**src/rtl/array_access_arbiter.sv**
```systemverilog
// Round-robin arbiter sharing one single-port synchronous array between the
// AXI-lite read port, the AXI-lite write port and the compute port.
// One access is in flight at a time. The array address, write strobe and
// write data are driven in the grant cycle itself. A write therefore lands
// in the array in its grant cycle, and a read sees its data two cycles later.
module array_access_arbiter #(
  parameter int unsigned AN = 11,
  parameter int unsigned DN = 32,
  parameter int unsigned N  = 2048
) (
  input  logic          clk,
  input  logic          rst,
  input  logic [AN-1:0] ar,
  input  logic          ar_valid,
  output logic          ar_ready,
  output logic [DN-1:0] r,
  output logic          r_valid,
  input  logic          r_ready,
  input  logic [AN-1:0] aw,
  input  logic          aw_valid,
  output logic          aw_ready,
  input  logic [DN-1:0] w,
  input  logic          w_valid,
  output logic          w_ready,
  output logic          b_valid,
  input  logic          b_ready,
  input  logic [AN-1:0] c_addr,
  input  logic          c_we,
  input  logic [DN-1:0] c_wdata,
  input  logic          c_valid,
  output logic          c_ready,
  output logic [DN-1:0] c_rdata,
  output logic          c_rvalid,
  input  logic          c_rready,
  output logic [AN-1:0] arr_addr,
  output logic          arr_we,
  output logic [DN-1:0] arr_di,
  input  logic [DN-1:0] arr_do
);

  typedef enum logic [1:0] {IDLE, RD, RRESP, WRESP} state_t;

  localparam logic [1:0] SRC_R = 2'd0;
  localparam logic [1:0] SRC_W = 2'd1;
  localparam logic [1:0] SRC_C = 2'd2;

  state_t        state;
  logic [1:0]    rr_ptr;
  logic [1:0]    owner;
  logic          oor;
  logic [2:0]    elig;
  logic [1:0]    cand1;
  logic [1:0]    cand2;
  logic          gnt;
  logic [1:0]    gnt_src;
  logic [AN-1:0] gnt_addr;
  logic          gnt_we;
  logic [DN-1:0] gnt_wdata;
  logic          gnt_in_range;
  logic          resp_ready;

  function automatic logic [1:0] next_src(input logic [1:0] s);
    return (s == SRC_C) ? SRC_R : s + 2'd1;
  endfunction

  // Eligibility and round-robin pick, starting just after the last winner
  always_comb begin
    elig    = {c_valid, aw_valid & w_valid, ar_valid};
    cand1   = next_src(rr_ptr);
    cand2   = next_src(cand1);
    gnt     = 1'b0;
    gnt_src = rr_ptr;
    if (state == IDLE && !rst) begin
      if (elig[cand1]) begin
        gnt     = 1'b1;
        gnt_src = cand1;
      end else if (elig[cand2]) begin
        gnt     = 1'b1;
        gnt_src = cand2;
      end else if (elig[rr_ptr]) begin
        gnt     = 1'b1;
        gnt_src = rr_ptr;
      end
    end
  end

  // Access parameters of the requester being granted
  always_comb begin
    gnt_addr  = ar;
    gnt_we    = 1'b0;
    gnt_wdata = '0;
    case (gnt_src)
      SRC_W: begin
        gnt_addr  = aw;
        gnt_we    = 1'b1;
        gnt_wdata = w;
      end
      SRC_C: begin
        gnt_addr  = c_addr;
        gnt_we    = c_we;
        gnt_wdata = c_wdata;
      end
      default: ;
    endcase
    gnt_in_range = 32'(gnt_addr) < N;
  end

  // Grant-cycle acceptance pulses and array drive; writes out of range are suppressed
  always_comb begin
    ar_ready = gnt && (gnt_src == SRC_R);
    aw_ready = gnt && (gnt_src == SRC_W);
    w_ready  = aw_ready;
    c_ready  = gnt && (gnt_src == SRC_C);
    arr_addr = gnt ? gnt_addr : '0;
    arr_we   = gnt && gnt_we && gnt_in_range;
    arr_di   = (gnt && gnt_we) ? gnt_wdata : '0;
  end

  // Ready of the response channel belonging to the access in flight
  always_comb begin
    case (owner)
      SRC_R:   resp_ready = r_ready;
      SRC_W:   resp_ready = b_ready;
      default: resp_ready = c_rready;
    endcase
  end

  // Access sequencing, read capture and response handshakes
  always_ff @(posedge clk or posedge rst) begin
    if (rst) begin
      state    <= IDLE;
      rr_ptr   <= SRC_R;
      owner    <= SRC_R;
      oor      <= 1'b0;
      r        <= '0;
      r_valid  <= 1'b0;
      b_valid  <= 1'b0;
      c_rdata  <= '0;
      c_rvalid <= 1'b0;
    end else begin
      case (state)
        IDLE: begin
          if (gnt) begin
            rr_ptr <= gnt_src;
            owner  <= gnt_src;
            oor    <= !gnt_in_range;
            if (gnt_we) begin
              state <= WRESP;
              if (gnt_src == SRC_C) begin
                c_rvalid <= 1'b1;
                c_rdata  <= gnt_wdata;
              end else begin
                b_valid <= 1'b1;
              end
            end else begin
              state <= RD;
            end
          end
        end
        RD: begin
          state <= RRESP;
          if (owner == SRC_C) begin
            c_rdata  <= oor ? '0 : arr_do;
            c_rvalid <= 1'b1;
          end else begin
            r       <= oor ? '0 : arr_do;
            r_valid <= 1'b1;
          end
        end
        RRESP, WRESP: begin
          if (resp_ready) begin
            state    <= IDLE;
            r_valid  <= 1'b0;
            b_valid  <= 1'b0;
            c_rvalid <= 1'b0;
          end
        end
        default: state <= IDLE;
      endcase
    end
  end

endmodule

```
**config.mk**
```make
export PLATFORM = sky130hd
export DESIGN_NAME = array_access_arbiter
export DESIGN_NICKNAME = d
export VERILOG_FILES = /design/src/rtl/array_access_arbiter.sv
export SDC_FILE = /design/constraint.sdc
export NUM_CORES = 1
export LEC_CHECK = 0
export BUFFER_PORTS_ARGS = -buffer_cell sky130_fd_sc_hd__buf_2
export CORE_ASPECT_RATIO = 1.1
export CORE_MARGIN = 10
export CORE_UTILIZATION = 46
export DETAILED_ROUTE_END_ITERATION = 10
export PLACE_DENSITY_LB_ADDON = 0.1
export SETUP_SLACK_MARGIN = 0.3
export SLEW_MARGIN = 30
export SYNTH_ARGS = -nofsm -noshare
export SYNTH_HDL_FRONTEND = slang
export SYNTH_SLANG_ARGS = --single-unit
```
**constraint.sdc**
```tcl
create_clock -name clk -period 4.9 [get_ports clk]
set_input_delay 0 -clock clk [delete_from_list [all_inputs] [get_ports clk]]
set_output_delay 0 -clock clk [all_outputs]
set_load 0.03 [all_outputs]
```
* Yosys cells after proc, flatten, opt, wreduce, memory -nomap -nowiden
Cells that the tools add are included.
** Operators by class
- $add $sub $neg :: 2
- $lt $le $gt $ge :: 3
- Equal/unequal tests :: 15
- Multiplexer cells :: 42
- Bitwise operators :: 2
- Reductions and logical operators :: 20
** Operators with widths (count)
- $mux 32 :: 5
- $pmux 32 s2 :: 2
- $pmux 11 s2 :: 1
- $mux 1 :: 16
- $mux 2 :: 8
- $reduce_and 5->1 :: 3
- $ne 2x2->1 const B :: 6
- $mux 11 :: 1
- $eq 2x2->1 const B :: 5
- $lt 2x3->1 const B :: 3
- $pmux 1 s2 :: 4
- $bmux 1 s2 :: 3
- $eq 2x1->1 const B :: 3
- $logic_not 2->1 :: 3
- $pmux 2 s3 :: 1
- $reduce_and 2->1 :: 3
- $reduce_bool 2->1 :: 3
- $logic_and 1x1->1 :: 5
- $add 2x1->2 const B :: 2
- $pmux 1 s3 :: 1
- $reduce_and 3->1 :: 1
- $ne 2x1->1 const B :: 1
- $reduce_or 2->1 :: 1
- $and 1x1->1 :: 1
- 2 further kinds :: 2
** Word-level totals
- Register bits :: 71
- Input bits :: 139
- Output and inout port bits :: 115

* Longest topological paths before layout
Gate-level depths: netlist of the first run.
- Depth in word-level cells :: 15
- Depth in mapped cells :: 13

* Least setup slack after synthesis of the first run
OpenSTA, ideal clock, no wires.
- Path type :: reg2out
- Start :: reg state[0]
- End :: out arr_addr[10]
- Data arrival time :: 2902 ps
- Setup slack :: 1998 ps
- Cell stages (with the launch flop) :: 10
- Buffers on the path :: 3
- Cells stage by stage :: dfrtp_1 buf_4 or3_1 o21ai_0 o21a_1 ha_1 clkbuf_1 buf_1 a22oi_1 a211oi_1
** On the way
- Longest elaborated chain between the ends :: 6
- Elaborated cells on any way between the ends :: 8
** RTL lines
- start: declaration :: RTL line 47 : state_t state;
- start signal: assignment :: RTL line 131 : state <= IDLE;
- start signal: assignment :: RTL line 148 : state <= WRESP;
- start signal: assignment :: RTL line 156 : state <= RD;
- $logic_not 2->1 (*) :: RTL line 73 : if (state == IDLE && !rst) begin
- $logic_and 1x1->1 (*) :: RTL line 73
- $mux 2 :: RTL line 73
- $eq 2x2->1 / $eq 2x1->1 (equally long branches) :: RTL line 92 : case (gnt_src)
- $pmux 11 s2 :: RTL line 92
- $mux 11 (*) :: RTL line 114 : arr_addr = gnt ? gnt_addr : '0;
- end: declaration :: RTL line 35 : output logic [AN-1:0] arr_addr,
Mark *: on every way between the ends. The rest lies on a longest branch, timed or not.

* Worst setup path in the final report of the first run
- Start :: reg state[0]
- End :: reg c_rdata[23]
** On the way
- Longest elaborated chain between the ends :: 9
- Elaborated cells on any way between the ends :: 19
** RTL lines
- $logic_not 2->1 (*) :: RTL line 73
- $logic_and 1x1->1 (*) :: RTL line 73
- $mux 2 (*) :: RTL line 73
- via gnt_src[1] :: RTL line 55 : logic [1:0] gnt_src;
- $eq 2x2->1 / $eq 2x1->1 (equally long branches) :: RTL line 92, 149
- $pmux 32 s2 :: RTL line 92
- $mux 32 :: RTL line 149 : if (gnt_src == SRC_C) begin
- $mux 32 :: RTL line 147 : if (gnt_we) begin
- $mux 32 :: RTL line 143 : if (gnt) begin
- $pmux 32 s2 :: RTL line 141 : case (state)
- end signal: assignment :: RTL line 151 : c_rdata <= gnt_wdata;
- end signal: assignment :: RTL line 163 : c_rdata <= oor ? '0 : arr_do;
- end: declaration :: RTL line 32 : output logic [DN-1:0] c_rdata,
Mark *: on every way through the listed nets, which the timed path passes. The rest lies on a longest branch. The select of a mux whose other input is x is not followed.
A chain may end at the register's enable or synchronous reset.

==> results of run 1 <==
-- sequential cells by signal, indices dropped and copies added (netlist names) --
register and flops:
state 2, owner 2, b_valid 1, r_valid 1
r 32, c_rvalid 1, c_rdata 32
-- kinds of logic after synthesis --
| kind of cell | Yosys count |
|---|---|
| simple gates | 94 |
| flops | 71 |
| compound gates | 107 |
| buf+inv | 36 |
| fa+ha+maj | 3 |
| mux | 66 |
-- critical path: stages (launching register included) --
cell and delay (ns):
dfrtp_1 0.50, nor3_4 0.37, o211ai_1 0.18, o21ai_0 0.29, inv_1 0.11, ha_1 0.78
nand4_4 0.65, inv_2 0.30, o21ai_4 0.06, buf_4 0.31, mux2_4 0.37
-- placed cells by master, fill, tap and decap left out, types with 10 or more instances in the layout --
| cell type | netlist | final |
|---|---|---|
| a211oi_1 | 11 | 11 |
| a22oi_1 | 43 | 43 |
| buf_2 | 5 | 253 |
| clkbuf_8 | 0 | 10 |
| dfrtp_1 | 71 | 71 |
| dlygate4sd3_1 | 0 | 34 |
| mux2_2 | 35 | 35 |
| mux2_4 | 29 | 29 |
| nand2_1 | 37 | 37 |
| nor2_1 | 44 | 44 |
| o21ai_0 | 38 | 38 |
-- how the worst max path moves through the flow --
stage / startpoint / slack [ns] / to
final: state[0]$_DFFE_PP0P_ / 0.83 / c_rdata[23]$_DFFE_PP0P_
after global routing: state[0]$_DFFE_PP0P_ / 0.55 / c_rdata[9]$_DFFE_PP0P_
after CTS: state[0]$_DFFE_PP0P_ / 0.82 / c_rdata[9]$_DFFE_PP0P_
after detailed placement: state[0]$_DFFE_PP0P_ / 0.84 / c_rdata[9]$_DFFE_PP0P_
after global placement: state[0]$_DFFE_PP0P_ / 1.08 / c_rdata[9]$_DFFE_PP0P_
after floorplan: state[0]$_DFFE_PP0P_ / 2.00 / arr_addr[10]
-- per-layer routing --
metal / routed length [µm] / global-route usage, %
met1: 5352 / 23.02
met2: 7426 / 38.83
met3: 1564 / 8.324
met4: 435 / 10.15
met5: 0 / 0
-- power breakdown --
part           switching (mW)  internal [mW]
Clock                   0.224          0.254
Sequential              0.182          0.874
Combinational            1.54          0.848
-- final cells by class --
type                            instances  area share (%)
Timing Repair Buffer                  294           28.96
Clock buffer                           11           2.409
Tap cell                              111           2.367
Sequential cell                        71           30.28
Inverter                                4          0.2559
Multi-Input combinational cell        270           34.65
Clock inverter                          5           1.087
==> flow_metrics.env, run 1 <==
export IMPL_hold_depth=3
export IMPL_ys_ff_latch=71
export IMPL_fp_dieH_um=117.3
export IMPL_post_cts_resized=0
export IMPL_pre_cts_ws_ns=0.8433
export IMPL_endpoint_kind="flip-flop"
export IMPL_slew_headroom_pct=51.15
export IMPL_worst_hold_path_type="in2reg"
export IMPL_min_from="c_valid"
export IMPL_syn_area_per_cell_um2=10.50
export IMPL_fin_setup_tns_ns=0
export IMPL_clkSinkCount=71
export IMPL_setup_viol=0
export IMPL_yosysWarnings=0
export IMPL_clk_latency_ns=0.35
export IMPL_synthTopCellsByCount="71 x dfrtp_1, 44 x nor2_1, 43 x a22oi_1, 38 x o21ai_0, 37 x nand2_1"
export IMPL_hold_slack_ns=0.02621
export IMPL_vias=4027
export IMPL_initial_core_util_pct=47.10
export IMPL_wl_mm=14.78
export IMPL_fin_cells=766
export IMPL_area_delta_synth_final_pct=48.18
export IMPL_max_freq_ghz=0.2458
export IMPL_io_pins=254
export IMPL_status="finished, final reports clean"
export IMPL_port_buffers=253
export IMPL_synth_compound_area_share_pct=17.82
export IMPL_fp_coreArea_mm2=0.008408
export IMPL_avgRoutedWirePerCell_um=19.29
export IMPL_p_per_area_mw_per_mm2=667.7
export IMPL_synth_cells=377
export IMPL_syn_num_nets=519
export IMPL_drv_cap=0
export IMPL_setup_ws_ns=0.8320
export IMPL_synth_area_mm2=0.003960
export IMPL_fillCellCount=668
export IMPL_multi_input_area_mm2=0.002033
export IMPL_rows=35
export IMPL_synth_edf_count=0
export IMPL_design_area_mm2=0.005868
export IMPL_finish_net_count=792
export IMPL_clkSlewWorstSetupHoldPaths_ns=0.07
export IMPL_cts_root_buffer="clkbuf_8"
export IMPL_grt_max_degree=72
export IMPL_r2r_start="state[0]$_DFFE_PP0P_"
export IMPL_period_share_pct=83.02
export IMPL_regArea_mm2=0.001777
export IMPL_drc=0
export IMPL_r2r_end="c_rdata[23]$_DFFE_PP0P_"
export IMPL_crit_type="reg2reg"
export IMPL_avgViaCountPerCell=5.257
export IMPL_die_area_mm2=0.01272
export IMPL_antenna_found_initial=0
export IMPL_netlist_top_cells_area="dfrtp_1 45%, mux2_4 11%, mux2_2 10%, a22oi_1 8.2%, o21ai_0 4.8%"
export IMPL_min_to="owner[1]$_DFFE_PP0P_"
export IMPL_synth_top_family_by_area="multiplexers"
export IMPL_rr_worst_depth=10
export IMPL_die_w_um=108.5
export IMPL_ys_types=36
export IMPL_worst_clock_skew_ns=0.01308
export IMPL_antenna_left=0
export IMPL_yosysTopAreaCell="dfrtp_1"
export IMPL_drv_slew=0
export IMPL_power_total_mw=3.918
export IMPL_htreeDepth=3
export IMPL_n_antenna_cell=0
export IMPL_min_period_ns=4.068
export IMPL_postLayoutCoreUtil_pct=69.79
export IMPL_crit_fanout=33
export IMPL_tightestPinTransition_ns=0.7327
export IMPL_clk_path_buf_depth=2
export IMPL_yosysTopAreaCellShare_pct=44.87
export IMPL_drtIter0Drc=181
export IMPL_hold_violations=0
export IMPL_cts_made_buffers=9
export IMPL_synth_xor_xnor_area_share_pct=0
export IMPL_globalplace_congestion=0.8301
export IMPL_synth_ff_type="dfrtp_1"
export IMPL_grt_pass1_vias=4420
export IMPL_drt_pre_antenna_iters=4
export IMPL_dp_cells=715
export IMPL_start_kind="flip-flop"
export IMPL_hpwl_mm=10.88
export IMPL_cts_tree="yes"
export IMPL_cp_arrival_ns=4.29
export IMPL_cp_required_ns=5.12
export IMPL_yosysMostFrequentCell="dfrtp_1"
export IMPL_ir_drop_mv=0.4949
export IMPL_layout_drive_gt1_share_pct=53.74
export IMPL_grt_pass1_wl_mm=22.76
export IMPL_seq_area_frac_synth_pct=44.87
export IMPL_postCtsSetupBuffers=0
export IMPL_overflow=0
export IMPL_synth_async_sr_flop_share_pct=100.0
export IMPL_synth_fa_ha_area_share_pct=0.9479
export IMPL_postCtsHoldBufs=34
export IMPL_synth_simple_area_share_pct=10.55
export IMPL_rsz0062_at_grt="false"
export IMPL_rrSetupSlack_ns=0.83
export IMPL_dpl_cell_area_mm2=0.005295
export IMPL_synth_mux_area_share_pct=21.48
export IMPL_grt_total_usage_pct=22.37
export IMPL_power_leakage_nw=3.092
Note: power is estimated with default switching activity, not from simulation.
==> run 2: changes to the inputs <==
CORE_UTILIZATION = 39   (was 46)
clock period = 3.38 ns   (was 4.9 ns; I/O delays follow)
==> run 2 against run 1 <==
  * First-iteration DRC count shrank 20%
  * Clock power increased by 38%
  * Largest cell class unchanged
  * Design area is 1.1% higher
  * Critical path depth shrank 1
  * Register-to-register slack lost 0.32 ns
  * Via count up 0.72%
  * Sequential share of layout area fell by 0.28 points
  * Non-clock buffer count rose by 8
  * Sequential power grew 44%
  * Wire length barely moved
  * Worst hold slack better by 0.020 ns
==> flow_metrics.env, run 2 (synthesis gave the netlist of run 1 again) <==
export IMPL_cp_required_ns=3.38
export IMPL_worst_clock_skew_ns=0.01225
export IMPL_cts_tree="yes"
export IMPL_final_cell_mix="253 x buf_2, 69 x dfrtp_1, 44 x nor2_1, 43 x a22oi_1"
export IMPL_hold_depth=4
export IMPL_grt_max_degree=47
export IMPL_grtUsageMet1_pct=21.18
export IMPL_die_w_um=116.1
export IMPL_ir_drop_mv=0.3929
export IMPL_drc=0
export IMPL_dp_cells=728
export IMPL_hold_slack_ns=0.04655
export IMPL_rr_worst_depth=10
export IMPL_port_buffers=253
export IMPL_crit_type="reg2out"
export IMPL_fp_dieH_um=125.7
export IMPL_layout_drive_gt1_share_pct=54.38
export IMPL_reg_top3="c_rdata: 32 flops, r: 32 flops"
export IMPL_power_total_mw=5.737
export IMPL_area_delta_synth_final_pct=49.76
export IMPL_htreeDepth=3
export IMPL_clk_latency_ns=0.35
export IMPL_cp_slowest_stage_delay_ns=0.48
export IMPL_wl_mm=14.78
export IMPL_max_freq_ghz=0.3443
export IMPL_grt_pass1_wl_mm=22.88
export IMPL_drv_slew=0
export IMPL_initial_core_util_pct=40.04
export IMPL_hold_violations=0
export IMPL_grt_met3_usage_pct=6.695
export IMPL_fin_cells=782
export IMPL_cts_made_buffers=9
export IMPL_cp_depth=9
export IMPL_final_common_cell="buf_2"
export IMPL_cp_slowest_cell="dfrtp_2"
export IMPL_drv_cap=0
export IMPL_fp_coreArea_mm2=0.009889
export IMPL_slew_headroom_pct=62.12
export IMPL_cp_arrival_ns=2.90
export IMPL_clkSlewWorstSetupHoldPaths_ns=0.07
export IMPL_die_area_mm2=0.01459
export IMPL_grt_pass1_vias=4432
export IMPL_critPathMostFrequentCell="o21ai_0"
export IMPL_tightestPinTransition_ns=0.5682
export IMPL_rsz0062_at_grt="false"
export IMPL_clk_path_buf_depth=2
export IMPL_antenna_found_initial=0
export IMPL_met2_usage_pct=34.41
export IMPL_antenna_left=0
export IMPL_rows=38
export IMPL_cts_root_buffer="clkbuf_8"
export IMPL_regArea_mm2=0.001779
export IMPL_p_per_area_mw_per_mm2=967.3
export IMPL_top_usage_layer="met2"
export IMPL_fillCellCount=886
export IMPL_path_cells="or3_1, o21ai_0, o21ai_0, ha_2, a21o_1, nand4_4, buf_4, nor2_1, buf_2"
export IMPL_endpoint_kind="primary output"
export IMPL_multi_input_area_mm2=0.002036
export IMPL_crit_fanout=32
export IMPL_overflow=0
export IMPL_io_pins=254
export IMPL_n_antenna_cell=0
export IMPL_avgViaCountPerCell=5.187
export IMPL_status="finished, final reports clean"
export IMPL_vias=4056
export IMPL_clkSinkCount=71
export IMPL_cp_top_family="simple AND/OR/NAND/NOR gates"
export IMPL_fin_setup_tns_ns=0
export IMPL_period_share_pct=85.93
export IMPL_power_leakage_nw=3.120
export IMPL_start_kind="flip-flop"
export IMPL_grt_total_usage_pct=19.66
export IMPL_globalplace_congestion=0.8452
export IMPL_hpwl_mm=11.30
export IMPL_avgRoutedWirePerCell_um=18.91
export IMPL_worst_path_buf_inv=2
export IMPL_setup_viol=0
export IMPL_drt_pre_antenna_iters=5
export IMPL_finish_net_count=800
export IMPL_drtIter0Drc=144
export IMPL_min_period_ns=2.904
export IMPL_worst_hold_path_type="in2reg"
==> run 2: worst paths after layout <==
path | from | end | slack (ns)
worst min register to register | c_rvalid$_DFFE_PP0P_ | c_rvalid$_DFFE_PP0P_ | 0.50
worst max-delay path | state[1]$_DFFE_PP0P_ | arr_di[11] | 0.48
worst max register to register | state[1]$_DFFE_PP0P_ | c_rdata[10]$_DFFE_PP0P_ | 0.51
worst min-delay path | ar_valid | owner[0]$_DFFE_PP0P_ | 0.05
min in group asynchronous | rst | r[17]$_DFFE_PP0P_ | 0.31
max in group asynchronous | rst | r[8]$_DFFE_PP0P_ | 2.30
==> run 2: final cells by class <==
| cell class | instances | area share (%) |
|---|---|---|
| tap | 120 | 2.532 |
| multi-input combinational | 270 | 34.32 |
| inverter | 4 | 0.2954 |
| timing repair buffer | 302 | 29.73 |
| clock inverter | 6 | 1.034 |
| clock buffer | 9 | 2.089 |
| sequential | 71 | 30.00 |
==> run 2: routing by layer <==
| metal | share of wire [%] | vias up |
|---|---|---|
| met5 | 0 | - |
| met2 | 50 | 172 |
| met4 | 2.1 | 0 |
| li1 | - | 1914 |
| met1 | 38 | 1947 |
| met3 | 9.4 | 23 |
==> run 2: stage by stage <==
stage	worst slack, ns	area [µm²]	utilization, %
finish	0.4757	5931	59.97
global route	0.3171	5931	59.97
CTS	0.3141	5877	59.43
detailed placement	0.3222	5334	53.93
global placement	0.4772	5331	53.91
floorplan	0.4777	3960	-
==> run 2: worst reg2reg max path: cells and delay by family, from the launching register on <==
kind	cells	cell delay [ns]
multiplexers	1	0.36
AND/OR/NAND/NOR	2	0.51
flip-flops	1	0.48
buffers and inverters	2	0.29
AO/OA/AOI/OAI	4	0.84
adder cells (fa/ha/maj)	1	0.27
==> run 2: timing repair <==
| action | 4_1_cts | 5_1_grt |
|---|---|---|
| pin swaps | 0 | 2 |
| endpoints found under the hold margin | 93 | 0 |
| hold buffers | 35 | 0 |
| endpoints found under the setup margin | 12 | 59 |
| setup buffers | 0 | 4 |
| gates resized for setup | 2 | 10 |
==> run 2: report_power, final <==
group          total (mW)  leakage [nW]  switching (mW)  internal (mW)
Combinational        3.55          2.13            2.24           1.31
Sequential           1.53         0.896           0.258           1.27
Clock               0.661        0.0953           0.326          0.335
Total                5.74          3.12            2.83           2.91
==> run 3: changes to the inputs <==
==> constraint.sdc (replaced) <==
create_clock -name clk -period 3.38 [get_ports clk]
set_input_delay 0.169 -clock clk [delete_from_list [all_inputs] [get_ports clk]]
set_output_delay 0.169 -clock clk [all_outputs]
set_load 0.03 [all_outputs]
==> run 3 against run 2 <==
  * Cell count down 3.7%
  * Wire length is 0.39% higher
  * Die area unchanged
  * Largest power group unchanged
  * Critical endpoint is now c_rdata[11]$_DFFE_PP0P_
  * Design area shrank 4.2%
==> flow_metrics.env, run 3 (synthesis gave the netlist of run 1 again) <==
export IMPL_fp_dieH_um=125.7
export IMPL_p_int_mw=2.960
export IMPL_avgViaCountPerCell=5.254
export IMPL_combPwrFrac_pct=62.8
export IMPL_vias=3956
export IMPL_grt_max_degree=45
export IMPL_wl_mm=14.84
export IMPL_clk_latency_ns=0.35
export IMPL_cp_required_ns=3.61
export IMPL_worst_hold_path_type="in2reg"
export IMPL_globalplace_congestion=0.8956
export IMPL_drt_pre_antenna_iters=4
export IMPL_r2r_end="c_rdata[11]$_DFFE_PP0P_"
export IMPL_dp_cells=732
export IMPL_clkSlewWorstSetupHoldPaths_ns=0.08
export IMPL_min_to="r[24]$_DFFE_PP0P_"
export IMPL_clock_power_share_pct=11.1
export IMPL_tightestPinTransition_ns=0.6680
export IMPL_design_area_mm2=0.005682
export IMPL_avgRoutedWirePerCell_um=19.71
export IMPL_power_leakage_nw=3.015
export IMPL_cts_tree="yes"
export IMPL_rrSetupSlack_ns=0.40
export IMPL_antenna_found_initial=1
export IMPL_layout_drive_gt1_share_pct=57.28
export IMPL_die_area_mm2=0.01459
export IMPL_fin_cells=753
export IMPL_area_delta_synth_final_pct=43.48
export IMPL_rr_worst_depth=10
export IMPL_initial_core_util_pct=40.04
export IMPL_clk_path_buf_depth=2
export IMPL_regArea_mm2=0.001779
export IMPL_die_w_um=116.1
export IMPL_hold_violations=0
export IMPL_crit_type="reg2reg"
export IMPL_start_kind="flip-flop"
export IMPL_grt_pass1_vias=4222
export IMPL_r2r_start="state[1]$_DFFE_PP0P_"
export IMPL_p_per_area_mw_per_mm2=1022
export IMPL_cp_arrival_ns=3.22
export IMPL_grt_pass1_wl_mm=21.93
export IMPL_rsz0062_at_grt="false"
export IMPL_fp_coreArea_mm2=0.009889
export IMPL_setup_viol=0
export IMPL_fillCellCount=894
export IMPL_slew_headroom_pct=55.40
export IMPL_multi_input_area_mm2=0.002046
export IMPL_hpwl_mm=11.43
export IMPL_max_freq_ghz=0.3350
export IMPL_grt_total_usage_pct=18.94
export IMPL_clkSinkCount=71
export IMPL_rows=38
export IMPL_min_period_ns=2.985
export IMPL_reg_top3="c_rdata: 32 flops, r: 32 flops"
export IMPL_final_common_cell="buf_2"
export IMPL_ir_drop_mv=0.4805
export IMPL_htreeDepth=3
export IMPL_port_buffers=253
export IMPL_crit_fanout=22
export IMPL_finish_net_count=769
export IMPL_fin_setup_tns_ns=0
export IMPL_p_sw_share_pct=49.02
export IMPL_power_switching_mw=2.846
export IMPL_cts_root_buffer="clkbuf_8"
export IMPL_cts_made_buffers=9
export IMPL_overflow=0
export IMPL_antenna_left=0
export IMPL_min_from="arr_do[24]"
export IMPL_worst_clock_skew_ns=0.008316
export IMPL_drv_slew=0
export IMPL_drc=0
export IMPL_status="finished, final reports clean"
export IMPL_hold_depth=2
export IMPL_endpoint_kind="flip-flop"
export IMPL_dpl_cell_area_mm2=0.005389
export IMPL_period_share_pct=88.31
export IMPL_drv_cap=0
export IMPL_p_seq_share_pct=26.2
export IMPL_final_cell_mix="249 x buf_2, 69 x dfrtp_1, 44 x nor2_1, 43 x a22oi_1, 37 x nand2_1"
export IMPL_drtIter0Drc=109
export IMPL_io_pins=254
-- run 3: metal layers --
layer / vias up / global-route usage [%] / share of wire (%) / wire length [µm]
met1: 1887 / 19.67 / 36 / 5416
li1: 1862 / - / - / -
met2: 193 / 33.63 / 52 / 7655
met5: - / 0 / 0 / 0
met4: 0 / 6.853 / 1.3 / 187
met3: 14 / 7.265 / 11 / 1582
-- run 3: how the worst max path moves through the flow --
stage / cells after the start / from / endpoint
2_1_floorplan: 9 / state[0]$_DFFE_PP0P_ / arr_addr[10]
3_3_place_gp: 11 / state[1]$_DFFE_PP0P_ / c_rdata[11]$_DFFE_PP0P_
3_5_place_dp: 10 / state[1]$_DFFE_PP0P_ / c_rdata[11]$_DFFE_PP0P_
4_1_cts: 9 / state[1]$_DFFE_PP0P_ / arr_addr[1]
5_1_grt: 10 / state[1]$_DFFE_PP0P_ / c_rdata[11]$_DFFE_PP0P_
6_report: 10 / state[1]$_DFFE_PP0P_ / c_rdata[11]$_DFFE_PP0P_
-- run 3: layout make-up --
type	instances	area share [%]
clock buffers	14	3.039
flip-flops and latches	71	31.31
repair buffers	271	26.45
inverters	4	0.2643
multi-input cells	270	36.01
diodes	1	0.04404
well taps	120	2.643
clock inverters	2	0.2422
-- run 3: worst max-delay path, stage by stage (launching register included) --
cell and delay [ns]:
dfrtp_2 0.48, or3_1 0.41, o21ai_1 0.23, o21ai_0 0.22
ha_4 0.25, a21o_1 0.19, nand4_4 0.12, inv_2 0.08
o21ai_4 0.12, buf_4 0.38, mux2_2 0.38
-- run 3: through the flow --
step	total power [mW]	hold WS, ns	util (%)	worst slack (ns)
final	5.806	0.06490	57.45	0.3950
after CTS	5.780	0.04049	56.82	0.3098
after detailed placement	5.086	0.3535	54.49	0.3937
after floorplan	3.950	0.3196	-	0.3087
after global placement	4.976	0.3511	53.93	0.5330
after global routing	6.174	0.05090	57.45	0.3000
-- run 3: power groups by stage --
stage	Sequential [mW]	Clock, mW	Combinational, mW
floorplan	2.28	0	1.67
global placement	1.51	0	3.46
detailed placement	1.53	0	3.56
CTS	1.51	0.666	3.60
global route	1.58	0.700	3.90
finish	1.52	0.643	3.64
-- run 3: what timing repair did --
action,CTS,global route
setup buffers,2,0
pin swaps,1,0
resized for setup,6,12
hold buffers,1,0
hold endpoints to repair,30,0
setup endpoints to repair,43,44
cloned,0,1
